### src/rtl/coin_accumulator.sv
// rtl/coin_accumulator.sv - coin credit accumulator with vend strobe and change/refund handshake
module coin_accumulator #(
    parameter int PRICE = 75
) (
    input  logic       clk,
    input  logic       rst,
    input  logic       coin_valid,
    input  logic [1:0] coin_type,
    output logic       coin_ready,
    input  logic       cancel,
    output logic [8:0] credit,
    output logic       vend,
    output logic [8:0] change,
    output logic       change_valid,
    input  logic       change_ack
);

    localparam logic [8:0] PRICE_C = 9'(PRICE);

    typedef enum logic {
        COLLECT,
        DISPENSE
    } state_t;

    state_t     state, state_next;
    logic [8:0] credit_next;
    logic [8:0] change_next;
    logic       vend_next;
    logic       change_valid_next;
    logic [8:0] coin_value;
    logic [8:0] sum;

    always_comb begin
        coin_value = 9'd0;
        case (coin_type)
            2'b00:   coin_value = 9'd1;
            2'b01:   coin_value = 9'd5;
            2'b10:   coin_value = 9'd10;
            default: coin_value = 9'd25;
        endcase
    end

    assign sum        = credit + coin_value;
    assign coin_ready = (state == COLLECT) && !cancel && !rst;

    always_comb begin
        state_next        = state;
        credit_next       = credit;
        change_next       = change;
        change_valid_next = change_valid;
        vend_next         = 1'b0;

        case (state)
            COLLECT: begin
                // Cancel with credit refunds through the same change path; cancel also
                // drops coin_ready, so a coin offered alongside it is left unconsumed.
                if (cancel) begin
                    if (credit != 9'd0) begin
                        change_next       = credit;
                        credit_next       = 9'd0;
                        change_valid_next = 1'b1;
                        state_next        = DISPENSE;
                    end
                end else if (coin_valid && coin_ready) begin
                    if (sum < PRICE_C) begin
                        credit_next = sum;
                    end else begin
                        credit_next = 9'd0;
                        vend_next   = 1'b1;
                        if (sum > PRICE_C) begin
                            change_next       = sum - PRICE_C;
                            change_valid_next = 1'b1;
                            state_next        = DISPENSE;
                        end
                    end
                end
            end
            DISPENSE: begin
                if (change_ack) begin
                    change_next       = 9'd0;
                    change_valid_next = 1'b0;
                    state_next        = COLLECT;
                end
            end
            default: state_next = COLLECT;
        endcase
    end

    always_ff @(posedge clk) begin
        if (rst) begin
            state        <= COLLECT;
            credit       <= 9'd0;
            change       <= 9'd0;
            change_valid <= 1'b0;
            vend         <= 1'b0;
        end else begin
            state        <= state_next;
            credit       <= credit_next;
            change       <= change_next;
            change_valid <= change_valid_next;
            vend         <= vend_next;
        end
    end

endmodule
### config.mk
export PLATFORM = sky130hd
export DESIGN_NAME = coin_accumulator
export DESIGN_NICKNAME = d
export VERILOG_FILES = /design/src/rtl/coin_accumulator.sv
export SDC_FILE = /design/constraint.sdc
export NUM_CORES = 1
export LEC_CHECK = 0
export BUFFER_PORTS_ARGS = -buffer_cell sky130_fd_sc_hd__buf_4
export CORE_ASPECT_RATIO = 2
export CORE_UTILIZATION = 28
export CTS_BUF_LIST = sky130_fd_sc_hd__clkbuf_4 sky130_fd_sc_hd__clkbuf_8 sky130_fd_sc_hd__clkbuf_16
export DETAILED_ROUTE_END_ITERATION = 10
export GPL_TIMING_DRIVEN = 0
export PLACE_DENSITY = 0.43
export SETUP_SLACK_MARGIN = 0.3
export SLEW_MARGIN = 25
export SYNTH_ARGS = -nofsm -noshare
export SYNTH_HDL_FRONTEND = slang
export SYNTH_SLANG_ARGS = --single-unit
### constraint.sdc
create_clock -name clk -period 3.05 [get_ports clk]
set_input_delay 0 -clock clk [delete_from_list [all_inputs] [get_ports clk]]
set_output_delay 0 -clock clk [all_outputs]
set_load 0.005 [all_outputs]
-- Word level (Yosys, flattened, before mapping)
Cells that the tools add are included.
- bits in latches: 0
- bits in writable memories: 0
- logic and storage cells: 57
- memories kept: 0
- memory bits (read-only): 0
- register bits after elaboration: 21
- output and inout bits: 21
- $lt $le $gt $ge: 2
- mux-type cells: 27
- add/sub/neg operators: 2
- divide/modulo/power cells: 0
- bitwise gates (word level): 2
- eq/ne operators: 8
- shifts and indexed selects: 0
- multiply operators: 0
- reduce and logical (&&, ||, !) cells: 11
- operator list (operator ; number):
    $mux 9 ; 10
    $pmux 9 s2 ; 1
    $pmux 5 s3 ; 1
    $mux 1 ; 13
    $add 9x9->9 ; 1
    $gt 9x7->1 const B ; 1
    $lt 9x7->1 const B ; 1
    $ne 3x2->1 const B ; 3
    $reduce_bool 9->1 ; 1
    $sub 9x7->9 const B ; 1
    $reduce_and 5->1 ; 1
    $pmux 1 s2 ; 2
    $reduce_or 4->1 ; 1
    $logic_and 1x1->1 ; 3
    $ne 3x3->1 const B ; 1
    $reduce_and 3->1 ; 1
    $eq 2x1->1 const B ; 1
    $eq 2x2->1 const B ; 1
    $logic_not 1->1 ; 2
    $logic_not 2->1 ; 1
    $ne 2x1->1 const B ; 1
    $ne 2x2->1 const B ; 1
    $not 1->1 ; 2
    $reduce_bool 2->1 ; 1

-- Depth between registers and ports, before layout
Gate-level depths: netlist (run 1).
- depth in word-level cells: 9
- depth in mapped cells: 10
- depth with buffers taken out: 10

-- Worst setup path before layout (run 1)
OpenSTA, ideal clock, no wires.
- path kind: register to register
- from: register credit[0]
- to: register credit[6]
- setup slack: 419 ps
- period minus slack after synthesis: 2631 ps
- stages on the path, launching flop included: 10
- data required time: 2984 ps
- data arrival time: 2565 ps
- library setup time: 66 ps
- buffers on the path: 0
- path through: dfxtp_1 -> ha_1 -> fa_1 -> xnor2_1 -> nand2_1 -> a32oi_2 -> a21bo_2 -> a2111oi_4 -> a22oi_1 -> nor2_1
- word-level cells in the longest chain between the ends: 5
- elaborated cells on any way between the ends: 8
- ends and longest elaborated chain (what ; line ; RTL):
    start, declared ; 11 ; output logic [8:0] credit,
    start signal, assigned ; 98 ; credit <= credit_next;
    $add 9x9->9 ; 43 ; assign sum = credit + coin_value;
    $lt 9x7->1 ; 65 ; if (sum < PRICE_C) begin
    $mux 9 ; 65 ;
    $mux 9 ; 64 ; end else if (coin_valid && coin_ready) begin
    $mux 9 ; 57 ; if (cancel) begin
Several ways; a longest one is shown, not always the timed one. The select of a mux whose other input is x is not followed.
A chain may end at the register's enable or synchronous reset.

-- Final worst setup path (run 1)
Ends and elaborated chain as after synthesis.

==> results by stage, run 1 <==
Logic synthesis:
- The number of warnings printed during yosys synthesis is 0.
- Synthesis produced a netlist whose cell count is 197.
- After synthesis the netlist holds a flip-flop and latch count of 21.
- The distinct cell type count of the synthesized netlist is 51.
- The average cell area after synthesis is 8.04 um^2.
- The post-synth net total is 211.
- The combined area of all synthesized cells is 1580 um^2.
- For this run, the register share of the synthesized area comes to 26.5%.
- Of all flip-flops after synthesis, the portion carrying an async set or reset was 0%.
- The synthesized design contains 0 enable-type register cells.
- The most instantiated flip-flop cell in the synthesis netlist is dfxtp_1.

Global route:
- Entering global routing, the biggest net connects 13 pins.
- The via count of the first global-routing pass is 1606.
- The wire length of the first global-routing pass is 7.80 mm.
- The global-route usage over all layers is 18.0%.
- The number of antenna violations at the first check in global routing is 0.
- Global routing finished with a remaining overflow of 0.

Placement:
- The congestion estimate from routability-driven global placement came to 0.826.
- The count of buffers added on input and output ports is 26.
- Once placement completed, the tool counted placed cells totaling 283.
- The final HPWL from detailed placement is 3.89 mm.

Finish:
- The number of nets in the finished design is 251.
- The area growth from synthesis to layout is 32.1%.
- The finished layout holds 296 standard cells, fillers aside.
- The number of antenna diodes in the final layout is 0.
- The fraction of layout cells with a size suffix above 1 is roughly 30%.

CTS:
- The worst-skew pair later-pin latency is 0.27 ns.
- The clock transition at the registers of the reported paths is 0.08 ns.
- The clock drives 21 sinks.
- The library cell used as clock root buffer is clkbuf_8.
- CTS built an H-tree with a depth of 1.
- The number of buffers on the longest clock path is 2.
- The TritonCTS clock tree is yes.
- Buffers inserted during clock tree synthesis total 3.

Drt:
- The first TritonRoute pass finished after 4 iterations.
- The count of nets left with antenna violations after detail routing is 0.
- The total wire length after detailed routing is around 5 mm.
- The routed length per instance is 16.6 um.
- The first routing iteration left 29 violations.
- The DRC violations left is 0.
- Using the TritonRoute via totals, the vias-per-cell ratio works out to 5.37.
- The total number of vias is 1589.

Power:
- Summed over all cells, the static leakage comes to 0.000796 uW.
- For this design the ratio of total power to cell area is 382 nW/um^2.
- The analysis attributes to net switching a power of 283 uW.
- Net switching is 35.4% of the power.
- Of the total power, the clock network draws 24.3%.
- The relative contribution of sequential cells to total power is 37.1%.
- The combinational group share of total power is approximately two fifths.
- IR analysis of the VDD net gives a maximum drop of around 0.18 mV.
- The internal power summed over all cells is 517 uW.

Floorplanning:
- The area of the die is 5980 um^2.
- Once the floorplan was initialized, standard cells occupied 29.2% of the core.
- The die is around 110 um tall.
- The floorplan has 38 rows.
- The core area is 5420 um^2.
- The die is 55.2 um wide.
- During I/O placement, the number of pins put on the boundary was 28.

Critical path:
- The cell family contributing the most delay on the critical path is compound AO/OA/AOI/OAI gates.
- The critical path buffer and inverter count is 1.
- Traced cell by cell, the critical path runs through ha_4, fa_2, a211oi_2, o21bai_1, a32oi_2, a21bo_4, a2111oi_4, buf_4, a22oi_1, nor2_1.
- The critical path is of the flip-flop to flip-flop type.
- The endpoint kind of the worst setup timing path is a flip-flop.
- At the worst endpoint, the required time is 3.25 ns.
- STA classifies the critical path startpoint as a flip-flop.
- The cell with the largest stage delay on the worst path is fa_2.
- Data on the critical path arrives at its endpoint at roughly 2.9 ns.
- The largest incremental delay on the critical path is approximately 0.42 ns.
- Along the worst path, the maximum fanout reaches 3.

STA:
- The final hold violation count is 0.
- The number of max-slew violations in the final report is 0.
- The number of failing setup endpoints in the final timing report is 0.
- In this run the tightest slew margin relative to its limit is 46.9%.
- The shortest period the worst path allows is 2.66 ns.
- The setup clock skew after layout is a little over 0.004 ns.
- For the final routed database, the setup TNS stands at 0 ns.
- The actual slew at the worst max-slew pin is between 0.7 and 0.8 ns.
- For this run, the top clock speed supported by timing is 376 MHz.
- Setup repair after global routing could not meet its margin everywhere.
- Dividing the final minimum period by the clock period gives 87.2%.

Min path:
- In this run the worst hold path is classified as primary input to flip-flop.

Run:
- The reported max-cap violation count is 0.

Outcome:
- The flow ran to the end, and the final reports show no timing, DRC or antenna violations.
[power groups by stage]
| stage | combinational (uW) | clock [uW] | sequential (uW) |
|---|---|---|---|
| final | 309 | 195 | 297 |
| after global routing | 339 | 207 | 299 |
| after CTS | 284 | 196 | 298 |
| after detailed placement | 252 | 0 | 304 |
| after global placement | 253 | 0 | 304 |
| after floorplan | 174 | 0 | 302 |
[flip-flops by register name, summed over array words and instances, names as in the netlist]
register and cells:
change_valid 1, state 1, change 9, vend 1, credit 9
[what timing repair did]
item | 4_1_cts | 5_1_grt
setup endpoints to repair | 18 | 15
setup buffers | 5 | 4
resized for setup | 13 | 15
hold buffers | 0 | 0
pin swaps | 3 | 12
[logic make-up (layout without fill, tap and decap cells)]
| family | after synthesis | count (layout) | synth area share [%] |
|---|---|---|---|
| buffers and inverters | 14 | 53 | 3.40 |
| XOR/XNOR | 13 | 13 | 7.19 |
| flip-flops | 21 | 21 | 26.5 |
| adder cells (fa/ha/maj) | 7 | 7 | 6.00 |
| AO/OA/AOI/OAI | 64 | 64 | 30.7 |
| AND/OR/NAND/NOR | 75 | 75 | 24.2 |
| multiplexers | 3 | 3 | 1.97 |
[routing by layer]
| metal | part of all wire (%) | wire length [um] | vias to the layer above | global-route usage [%] |
|---|---|---|---|---|
| li1 | - | - | 801 | - |
| met1 | 38 | 1860 | 760 | 18.7 |
| met2 | 59 | 2880 | 21 | 35.3 |
| met3 | 1.3 | 64 | 7 | 0.844 |
| met4 | 2.1 | 102 | 0 | 5.71 |
| met5 | 0 | 0 | - | 0 |
[layout by cell type, fill, tap and decap left out, types with 3 or more instances in the layout]
cell type / instances
nand2_1: 17
nand4_1: 3
nor3_1: 6
nor4_1: 3
and2_1: 3
ha_1: 4
nand3_1: 5
inv_1: 5
nor2_1: 16
a22oi_1: 3
buf_4: 34
o21ai_0: 13
o21ai_1: 7
clkbuf_8: 3
xnor2_1: 7
a211oi_1: 3
dfxtp_1: 19
nor2b_1: 8
clkbuf_1: 8
xor2_1: 3
a21oi_1: 8
[area by class of cell]
type / count / area [um^2]
plain buffers: 9 / 35.0
clock buffers: 3 / 41.3
clock inverters: 1 / 5.00
fillers: 622 / 3330
inverters: 5 / 18.8
multi-input cells: 162 / 1230
flip-flops and latches: 21 / 425
well taps: 60 / 75.1
repair buffers: 35 / 267
[stage by stage]
step / total power, uW / util, % / hold WS (ns) / instance area, um^2 / setup WS, ns
global route: 845 / 38.6 / 0.0900 / 2090 / 0.269
finish: 801 / 38.6 / 0.0578 / 2090 / 0.389
CTS: 778 / 36.9 / 0.0638 / 2000 / 0.311
global placement: 557 / 34.2 / 0.352 / 1850 / -0.170
floorplan: 476 / - / 0.187 / 1580 / 0.419
detailed placement: 556 / 34.2 / 0.346 / 1850 / -0.161
[worst paths after layout]
kind / from / end / slack (ns) / cells after the start
setup / recovery: credit[0]$_SDFFE_PP0P_ / credit[6]$_SDFFE_PP0P_ / 0.39 / 10
hold / removal: change_ack / change_valid$_SDFFE_PP0P_ / 0.06 / 4
setup reg to reg: credit[0]$_SDFFE_PP0P_ / credit[6]$_SDFFE_PP0P_ / 0.39 / 10
hold reg to reg: change[3]$_SDFFE_PP0P_ / change[3]$_SDFFE_PP0P_ / 0.49 / 2
[cells in the mapped netlist, types with 2 or more instances]
cell type	count	area share, %
a211oi_1	5	2.4
a211oi_2	2	1.6
a21oi_1	10	3.2
a22oi_1	3	1.4
and2_1	3	1.2
clkbuf_1	8	1.9
dfxtp_1	21	27
ha_1	6	4.7
inv_1	5	1.2
mux2i_1	2	1.3
nand2_1	19	4.5
nand2b_1	2	0.79
nand3_1	5	1.6
nand4_1	3	1.2
nor2_1	16	3.8
nor2b_1	8	3.2
nor3_1	7	2.2
nor4_1	3	1.2
o2111a_1	2	1.4
o2111ai_2	2	1.9
o211ai_1	2	0.95
o21ai_0	15	4.7
o21ai_1	6	1.9
o2bb2ai_1	2	1.1
or2_1	2	0.79
or3_1	2	0.79
xnor2_1	9	5.0
xor2_1	4	2.2
[tightest hold or removal path, cell delays in order]
cell and delay (ns):
buf_4 0.12, nand2_1 0.06, a32oi_1 0.05, nor2_1 0.07
Power figures use the tool's default switching activity.
==> run 2, diff against run 1 <==
- SETUP_SLACK_MARGIN: 0.3 -> 0.5
==> results by stage, run 2 (synthesis results as in run 1) <==
Outcome:
- The run finished with clean final reports.

Finish:
- In the final layout, the registers with the most flip-flops are change x9, credit x9.
- The number of filler cells placed in the layout is 600 (-3.5%).
- The library cell used most frequently in the layout, excluding fill and tap cells, is buf_4.
- The number of nets in the finished design is 255 (+1.6%).
- The antenna diode count was 0 (unchanged).
- The final core utilization was 40.1% (+1.5 points).
- The combined flip-flop and latch cell area was 429 um^2 (+0.88%).
- The area growth from synthesis to layout is 37.1%.
- The fraction of layout cells with a size suffix above 1 came to 35.0% (+5.3 points).
- The multi-input gate area in the final layout is 1270 um^2 (+3.4%).
- The top cell types in the final layout, fill and taps aside, are buf_4, dfxtp_1, nor2_1, nand2_1, o21ai_0.

STA:
- The shortest period the worst path allows is 2.58 ns (-0.0783 ns).
- The number of failing setup endpoints in the final timing report is 0 (unchanged).
- The tightest slew margin relative to the limit came to 59.3% (+12 points).
- The number of max-slew violations in the final report came to 0 (unchanged).
- The setup clock skew after layout is 0.00825 ns (+0.00414 ns).
- The total negative setup slack came to 0 ns (unchanged).
- The actual slew at the worst max-slew pin came to 0.607 ns (-0.181 ns).
- The final hold violation count is 0 (unchanged).
- The ratio of final minimum period to clock period is 84.7% (-2.6 points).
- The highest clock rate is 387 MHz (+3.0%).
- Setup repair after global routing could not meet its margin everywhere.
- The final hold slack came to 0.0611 ns (+0.00328 ns).

Global route:
- The global-route usage over all layers is 18.4% (+0.39 points).
- The largest net degree at the start of global routing is 13 (unchanged).
- The via count of the first global-routing pass was 1663 (+3.5%).
- The total congestion overflow after global routing was 0 (unchanged).
- The number of antenna violations at the first check in global routing is 0 (unchanged).
- The wire length of the first global-routing pass was 7.99 mm (+2.4%).

Power:
- The maximum VDD drop is 0.185 mV (about the same).
- The power density over the cells is 373 nW/um^2 (-2.5%).
- The reported leakage power was 0.000820 uW (+3.0%).

CTS:
- The worst-skew pair later-pin latency is 0.26 ns (about the same).
- The hold-fix buffer count after cts is 0 (unchanged).
- The cell sitting at the root of the clock tree is a clkbuf_8.
- The number of levels in the clock H-tree is 1 (unchanged).
- The clock transition at the registers of the reported paths is 0.08 ns (about the same).
- The total number of clock tree sinks is 21 (unchanged).
- TritonCTS built the clock tree.
- The number of buffers on the longest clock path is 2 (unchanged).
- The number of CTS-inserted buffers is 3 (unchanged).

Min path:
- In this run the worst hold path is classified as primary input to flip-flop.
- The worst min-delay path endpoint is change_valid$_SDFFE_PP0P_.
- The startpoint identified for the worst hold timing path is change_ack.
- The instance count along the most critical hold path is 4 (unchanged).

Critical path:
- The destination of the worst register-to-register timing path is change[0]$_SDFFE_PP0P_.
- The worst register-to-register path begins at credit[0]$_SDFFE_PP0P_.
- The minimum setup slack among reg-to-reg paths is 0.47 ns (+0.08 ns).
- STA classifies the critical path startpoint as a flip-flop.
- The data required time at the worst endpoint is 3.25 ns (about the same).
- The endpoint kind of the worst setup timing path is a flip-flop.
- The maximum fanout along the worst path came to 6 (+3).
- The critical path in this run is classified as flip-flop to flip-flop.
- The worst endpoint data arrival time is 2.78 ns (-0.08 ns).
- The worst setup path startpoint is credit[0]$_SDFFE_PP0P_.
- The depth of the most critical reg-to-reg path is 9 (-1).

Drt:
- The iteration-0 DRC count of the detailed router is 18 (-38%).
- The total wire length after detailed routing is 5.02 mm (+2.3%).
- The count of nets left with antenna violations after detail routing was 0 (unchanged).
- The DRC violations left was 0 (unchanged).
- The routed length per instance was 16.7 um (+0.90%).
- The detailed-router iteration count before antenna repair is 4 (unchanged).
- The number of vias per cell after detailed routing came to 5.39 (+0.41%).
- The total number of vias came to 1617 (+1.8%).

Run:
- The reported max-cap violation count is 0 (unchanged).

Placement:
- The count of port buffers added during placement is 26 (unchanged).
- The final weighted congestion in routability-driven placement came to 0.836 (+1.1%).
- The final HPWL from detailed placement is 3.95 mm (+1.8%).

Floorplanning:
- The cell row count is 38 (unchanged).
- The x dimension of the die is 55.2 um (unchanged).
- The y dimension of the die is 108 um (unchanged).
- The core area is 5420 um^2 (unchanged).
- The area of the die is 5980 um^2 (unchanged).
- The top-level port count is 28 (unchanged).
- The starting utilization of the core area is 29.2% (unchanged).
==> run 2: what timing repair did <==
| item | in CTS | in global routing |
|---|---|---|
| resized for setup | 29 | 10 |
| pin swaps | 17 | 11 |
| setup buffers | 8 | 5 |
| endpoints found under the setup margin | 19 | 19 |
| gates cloned | 0 | 0 |
==> run 2: power by group <==
group	switching [uW]	total [uW]	internal, uW	leakage [uW]
Clock	94.7	186	91.1	0.0000255
Sequential	10.7	297	286	0.000172
Combinational	176	327	151	0.000622
Total	281	810	529	0.000820
==> run 2: final cells by class <==
class / instances / share of cell area [%]
sequential: 21 / 19.8
inverter: 5 / 0.864
tap: 60 / 3.46
timing repair buffer: 39 / 13.8
multi-input combinational: 162 / 58.4
clock inverter: 1 / 0.230
clock buffer: 3 / 1.90
buffer: 9 / 1.61
==> run 2: stage by stage <==
stage / setup WS [ns] / instances / instance area, um^2 / total power [uW]
2_1_floorplan: 0.501 / 197 / 1600 / 480
3_3_place_gp: -0.0196 / 283 / 1870 / 560
3_5_place_dp: -0.0281 / 283 / 1870 / 560
4_1_cts: 0.417 / 295 / 2100 / 797
5_1_grt: 0.339 / 300 / 2170 / 863
6_report: 0.467 / 300 / 2170 / 810
==> run 2: layer usage <==
layer | share of wire [%] | global-route usage (%)
met1 | 36 | 19.3
met2 | 56 | 34.0
met3 | 1.9 | 1.13
met4 | 5.4 | 9.46
met5 | 0 | 0
==> run 2: worst max path at each step <==
stage	endpoint	cells after the start
after floorplan	change[0]$_SDFFE_PP0P_	9
after global placement	credit[3]$_SDFFE_PP0P_	9
after detailed placement	credit[2]$_SDFFE_PP0P_	9
after CTS	credit[6]$_SDFFE_PP0P_	10
after global routing	credit[5]$_SDFFE_PP0P_	10
final	change[0]$_SDFFE_PP0P_	9
==> run 2: critical path: stages, from the launching register on <==
cell and delay, ns:
dfxtp_4 0.36, ha_4 0.16, fa_2 0.42, buf_4 0.17, a21oi_1 0.11, o22ai_1 0.19, xnor2_2 0.23, o2111a_2 0.35
or3_1 0.38, a21oi_1 0.14
